[src/rtl/cfg_chain_pkg.sv]
// Shared types and default sizing for the configuration chain loader.
// Chain lengths, clock divider and FSM state encoding live here.
package cfg_chain_pkg;

    localparam int DEF_SIZESRSTAT = 88;
    localparam int DEF_SIZESRDYN  = 16;
    localparam int DEF_HALF       = 4;
    localparam int DEF_N          = DEF_SIZESRSTAT + DEF_SIZESRDYN;

    typedef enum logic [1:0] {
        IDLE,
        SHIFT,
        LATCH,
        FINISH
    } state_t;

    // Counter width for a 0..n-1 counter, never narrower than one bit.
    function automatic int cnt_width(input int n);
        return (n > 2) ? $clog2(n) : 1;
    endfunction

endpackage

[src/rtl/cfg_sclk_gen.sv]
// Chain shift-clock generator: SCLK low for HALF cycles, then high for HALF.
// Strobes mark the last cycle of the low half and of the high half.
module cfg_sclk_gen
    import cfg_chain_pkg::*;
#(
    parameter int HALF = DEF_HALF
) (
    input  logic i_clk,
    input  logic i_rst,
    input  logic i_en,
    input  logic i_quiet,
    output logic o_sclk,
    output logic o_pre_rise,
    output logic o_phase_end
);

    localparam int             HW   = cnt_width(HALF);
    localparam logic [HW-1:0]  LAST = HW'(HALF - 1);

    logic [HW-1:0] r_cnt;
    logic          r_phase;
    logic          r_sclk;
    logic          w_wrap;

    assign w_wrap      = i_en && (r_cnt == LAST);
    assign o_pre_rise  = w_wrap && !r_phase;
    assign o_phase_end = w_wrap && r_phase;
    assign o_sclk      = r_sclk;

    // The phase keeps running while quiet so the latch window has the
    // same length as a bit period, but the pin itself stays low.
    always_ff @(posedge i_clk or posedge i_rst) begin
        if (i_rst) begin
            r_cnt   <= '0;
            r_phase <= 1'b0;
            r_sclk  <= 1'b0;
        end else if (!i_en) begin
            r_cnt   <= '0;
            r_phase <= 1'b0;
            r_sclk  <= 1'b0;
        end else if (w_wrap) begin
            r_cnt   <= '0;
            r_phase <= !r_phase;
            r_sclk  <= !r_phase && !i_quiet;
        end else begin
            r_cnt   <= r_cnt + 1'b1;
        end
    end

endmodule

[src/rtl/cfg_chain_loader.sv]
// Serial loader for the static+dynamic configuration chain with an optional
// second pass that checks the chain's SDO stream against the written frame.
module cfg_chain_loader
    import cfg_chain_pkg::*;
#(
    parameter int SIZESRSTAT = DEF_SIZESRSTAT,
    parameter int SIZESRDYN  = DEF_SIZESRDYN,
    parameter int HALF       = DEF_HALF
) (
    input  logic                            CLK,
    input  logic                            RST,
    input  logic                            START,
    input  logic                            VERIFY,
    input  logic [SIZESRSTAT-1:0]           STATDATA,
    input  logic [SIZESRDYN-1:0]            DYNDATA,
    input  logic                            SDO,
    output logic                            SCLK,
    output logic                            SEL,
    output logic                            SDI,
    output logic                            BUSY,
    output logic                            DONE,
    output logic                            ERR,
    output logic [SIZESRSTAT+SIZESRDYN-1:0] RDBK
);

    localparam int            N        = SIZESRSTAT + SIZESRDYN;
    localparam int            BW       = cnt_width(N);
    localparam logic [BW-1:0] LAST_BIT = BW'(N - 1);

    state_t        r_state;
    logic [N-1:0]  r_frame;
    logic [N-1:0]  r_rdbk;
    logic [BW-1:0] r_bit;
    logic          r_pass;
    logic          r_verify;
    logic          r_sel;
    logic          r_sdi;
    logic          r_busy;
    logic          r_done;
    logic          r_err;

    logic          w_en;
    logic          w_quiet;
    logic          w_sclk;
    logic          w_pre_rise;
    logic          w_phase_end;

    assign w_en    = (r_state == SHIFT) || (r_state == LATCH);
    assign w_quiet = (r_state == LATCH);

    cfg_sclk_gen #(
        .HALF(HALF)
    ) u_sclk_gen (
        .i_clk      (CLK),
        .i_rst      (RST),
        .i_en       (w_en),
        .i_quiet    (w_quiet),
        .o_sclk     (w_sclk),
        .o_pre_rise (w_pre_rise),
        .o_phase_end(w_phase_end)
    );

    assign SCLK = w_sclk;
    assign SEL  = r_sel;
    assign SDI  = r_sdi;
    assign BUSY = r_busy;
    assign DONE = r_done;
    assign ERR  = r_err;
    assign RDBK = r_rdbk;

    // The frame rotates rather than shifts out, so after N bits it is back
    // in its original form and the verify pass can reuse it untouched.
    always_ff @(posedge CLK or posedge RST) begin
        if (RST) begin
            r_state  <= IDLE;
            r_frame  <= '0;
            r_rdbk   <= '0;
            r_bit    <= '0;
            r_pass   <= 1'b0;
            r_verify <= 1'b0;
            r_sel    <= 1'b0;
            r_sdi    <= 1'b0;
            r_busy   <= 1'b0;
            r_done   <= 1'b0;
            r_err    <= 1'b0;
        end else begin
            r_done <= 1'b0;
            case (r_state)
                IDLE: begin
                    if (START) begin
                        r_state  <= SHIFT;
                        r_frame  <= {STATDATA, DYNDATA};
                        r_verify <= VERIFY;
                        r_pass   <= 1'b0;
                        r_bit    <= '0;
                        r_err    <= 1'b0;
                        r_busy   <= 1'b1;
                        r_sel    <= 1'b1;
                        r_sdi    <= STATDATA[SIZESRSTAT-1];
                    end
                end

                SHIFT: begin
                    if (w_pre_rise) begin
                        r_rdbk <= {r_rdbk[N-2:0], SDO};
                        if (r_pass && (SDO != r_frame[N-1])) begin
                            r_err <= 1'b1;
                        end
                    end
                    if (w_phase_end) begin
                        r_frame <= {r_frame[N-2:0], r_frame[N-1]};
                        if (r_bit == LAST_BIT) begin
                            r_state <= LATCH;
                            r_sdi   <= 1'b0;
                        end else begin
                            r_bit <= r_bit + 1'b1;
                            r_sdi <= r_frame[N-2];
                        end
                    end
                end

                LATCH: begin
                    if (w_pre_rise) begin
                        r_sel <= 1'b0;
                    end
                    if (w_phase_end) begin
                        if (!r_pass && r_verify) begin
                            r_state <= SHIFT;
                            r_pass  <= 1'b1;
                            r_bit   <= '0;
                            r_sel   <= 1'b1;
                            r_sdi   <= r_frame[N-1];
                        end else begin
                            r_state <= FINISH;
                            r_busy  <= 1'b0;
                            r_done  <= 1'b1;
                        end
                    end
                end

                FINISH: begin
                    r_state <= IDLE;
                end

                default: begin
                    r_state <= IDLE;
                end
            endcase
        end
    end

endmodule

[config.mk]
export PLATFORM = sky130hd
export DESIGN_NAME = cfg_chain_loader
export DESIGN_NICKNAME = d
export VERILOG_FILES = /design/src/rtl/cfg_chain_pkg.sv /design/src/rtl/cfg_sclk_gen.sv /design/src/rtl/cfg_chain_loader.sv
export SDC_FILE = /design/constraint.sdc
export NUM_CORES = 1
export LEC_CHECK = 0
export ABC_AREA = 1
export CAP_MARGIN = 20
export CORE_UTILIZATION = 35
export CTS_BUF_LIST = sky130_fd_sc_hd__clkbuf_4 sky130_fd_sc_hd__clkbuf_8
export CTS_CLUSTER_SIZE = 16
export DETAILED_ROUTE_END_ITERATION = 16
export GPL_TIMING_DRIVEN = 0
export HOLD_SLACK_MARGIN = 0.1
export PLACE_DENSITY = 0.63
export REMOVE_ABC_BUFFERS = 1
export SYNTH_ARGS = -nofsm -noshare
export SYNTH_HDL_FRONTEND = slang
export SYNTH_HIERARCHICAL = 1
export SYNTH_SLANG_ARGS = --single-unit
export TNS_END_PERCENT = 1
[constraint.sdc]
create_clock -name CLK -period 13.45 [get_ports CLK]
set_clock_uncertainty 0.15 [all_clocks]
set_input_delay 2.69 -clock CLK [delete_from_list [all_inputs] [get_ports CLK]]
set_output_delay 2.69 -clock CLK [all_outputs]
set_load 0.02 [all_outputs]
==> metrics.md <==
| Metric | Value |
|---|---|
| Cells after Synth | `1223` |
| Largest area contributor in the netlist | `dfrtp_1` |
| Critical path endpoint category | `flop` |
| I/O Pins | `219` |
| ANT nets after route | `0` |
| M1 GR Usage | `20.6%` |
| Post CTS Setup Buffer Count | `0` |
| Final WS setup | `8.93 ns` |
| Most frequent CP cell | `nand2_1` |
| Slew @ Worst Pin | `0.824 ns` |
| Die ar. | `29700 um2` |
| F_max | `221 MHz` |
| Most frequent cells in the layout | `nand2_1, dfrtp_1, clkdlybuf4s50_1, o21ai_0, inv_1` |
| Pre-CTS WS | `8.38 ns` |
| Ys flop type | `dfrtp_1` |
| Fin util | `48.1%` |
| Via count | `8246` |
| WP data required | `13.74 ns` |
| Reg2reg setup slack | `10.32 ns` |
| Clock insertion delay at the later pin of the skew report | `0.53 ns` |
| Crit Path Max Fanout | `95` |
| Maxcap violations | `0` |
| Total CTS buffers | `42` |
| Clock Sinks | `228` |
| ANT cells | `0` |
| Slew margin rel. | `45.1%` |
| Gr busiest metal | `met2` |
| Fraction of registers with async set/reset | `100%` |
| Post-CTS resize count | `0` |
| First-pass GRT wire length | `37300 um` |
| Hpwl dp | `15200 um` |
| PwrDens | `227 nW/um2` |
| Share of layout cells above drive strength 1 | `6.53%` |
| Total core area | `28200 um2` |
| Total GRT Usage | `15.5%` |
| Largest net degree at the start of global routing | `159` |
| TNS Setup | `0 ns` |
| DR WL/cell | `12.5 um` |
| Seq/Total Area, Yosys | `56.2%` |
| Synth-to-layout area growth | `33.5%` |
| Hold path depth | `1` |
| H-tree lvl count | `2` |
| Final hold vios | `0` |
| Most common cell after layout, fill and taps aside | `nand2_1` |
| Slew Limit Fails | `0` |
| Clk slew on worst S/H paths | `0.06 ns` |
| DRC viols | `0` |
| Row count | `61` |
| Leakage | `6.44 nW` |
| Status | `completed` |
| Clock tree from TritonCTS | `built` |
| Final Wtd Congestion | `0.771` |
| Mapped Avg Cell Area | `8.30 um2` |
| Reg2reg path depth | `9` |
| Worst Path Arrival | `4.81 ns` |
| Starting Density | `36.1%` |
| Hold_ws | `0.285 ns` |
| Stages on worst setup path | `8` |
| M3 GR Usage | `4.88%` |
| Final Critical Period | `4.52 ns` |
| Die height | `172 um` |
| Post-synth top area share | `56.2%` |
| Total Power | `0.00308 W` |
| Top delay family on crit path | `buffers and inverters` |
| Tcrit/Tclk final | `33.6%` |
| Vias per cell | `4.50` |
| Top area cells in the synthesized netlist | `dfrtp_1, nand2_1, o21ai_0` |
| Cell chain of the critical path | `clkdlybuf4s50_1 -> nand2_1 -> o21ai_2 -> and2_4 -> buf_16 -> buf_12 -> nand2_1 -> o21ai_0` |
| Yosys warning total | `6` |
| Critical path class | `in -> reg` |
| Yosys cell types | `28` |
| NumNets Final | `1537` |
| Final setup violation count | `0` |
| Seq cells post-synth | `228` |
| M2 GR Usage | `23.8%` |
| EDFF count, synth | `0` |
| CTS Buffer Depth | `3` |
| Crit path buffers/inverters | `3` |
| Post-CTS Hold Buffers | `0` |
| CP max stage cell | `clkdlybuf4s50_1` |
| DRT Pass-1 Iters | `5` |
| Vias in the first global route | `7655` |
| Die X | `172 um` |
| Port buffer count | `218` |
| Startpoint types | `input port` |
| Initial antenna violation count | `0` |
| Hold Crit Class | `reg -> reg` |
| RSZ-0062 raised after global routing | `no` |
| GRT overflow | `0` |
| Root Buffer | `clkbuf_8` |
| Synthesized area | `10200 um2` |
| WL final | `22800 um` |
| Peak VDD IR | `0.102 mV` |
| Starting DRC count in detailed routing | `430` |
| Crit-path max cell delay | `0.51 ns` |
-- synth_stat cells (2+ instances only) --
cell,count
buf_4,4
nand4_1,3
buf_6,13
dfrtp_1,228
nand3_1,19
inv_1,178
buf_2,30
a21oi_1,55
mux2_2,2
o21ai_1,57
o21ai_0,209
o21ai_2,2
clkbuf_1,21
nand2_1,315
nor2_1,68
ha_1,7
-- state kept, by name, summed over array words and instances, names as in the netlist, 2 cells and up --
register / flops
RDBK: 104
r_frame: 104
r_bit: 7
r_state: 2
u_sclk_gen/r_cnt: 2
-- metrics by stage --
stage / cell area (um2) / instances
final: 13600 / 1832
after floorplan: 9730 / 1153
after global routing: 13600 / 1832
after CTS: 13600 / 1832
after global placement: 12400 / 1749
after detailed placement: 12600 / 1755
-- per-layer routing --
| layer | up-vias | part of all wire, % |
|---|---|---|
| met5 | - | 0 |
| met4 | 0 | 1.7 |
| met3 | 33 | 7.7 |
| met2 | 235 | 43 |
| met1 | 3745 | 48 |
| li1 | 4233 | - |
-- cell families (layout without fill, tap and decap cells) --
logic type,Yosys count,after routing,synth area share [%]
AO/OA/AOI/OAI,325,325,16.1
adder cells (fa/ha/maj),7,7,0.863
buffers and inverters,250,481,10.9
flip-flops,228,228,56.2
multiplexers,2,2,0.222
AND/OR/NAND/NOR,411,411,15.7
-- layout make-up --
| cell class | instances | area [um2] |
|---|---|---|
| clock inverter | 11 | 138 |
| inverter | 180 | 688 |
| tap | 378 | 473 |
| sequential | 228 | 5710 |
| clock buffer | 66 | 858 |
| fill | 2717 | 14600 |
| multi-input combinational | 745 | 3350 |
| timing repair buffer | 224 | 2340 |
-- report_power, final --
| group | leakage, nW | total, W | switching, W | internal, W |
|---|---|---|---|---|
| registers | 2.95 | 0.00109 | 0.000125 | 0.000963 |
| logic | 2.95 | 0.00123 | 0.000744 | 0.000481 |
| clock network | 0.529 | 0.000761 | 0.000296 | 0.000465 |
-- path summary, 6_finish.rpt --
check | startpoint | to
worst max-delay path | START | r_frame[68]$_DFFE_PP0P_
worst min-delay path | u_sclk_gen/r_cnt[0]$_DFF_PP0_ | u_sclk_gen/r_cnt[0]$_DFF_PP0_
worst max register to register | r_state[1]$_DFFE_PP0P_ | r_frame[68]$_DFFE_PP0P_
worst min register to register | u_sclk_gen/r_cnt[0]$_DFF_PP0_ | u_sclk_gen/r_cnt[0]$_DFF_PP0_
max in group asynchronous | RST | r_frame[69]$_DFFE_PP0P_
min in group asynchronous | RST | u_sclk_gen/r_cnt[1]$_DFF_PP0_
(Power assumes the default switching activity.)
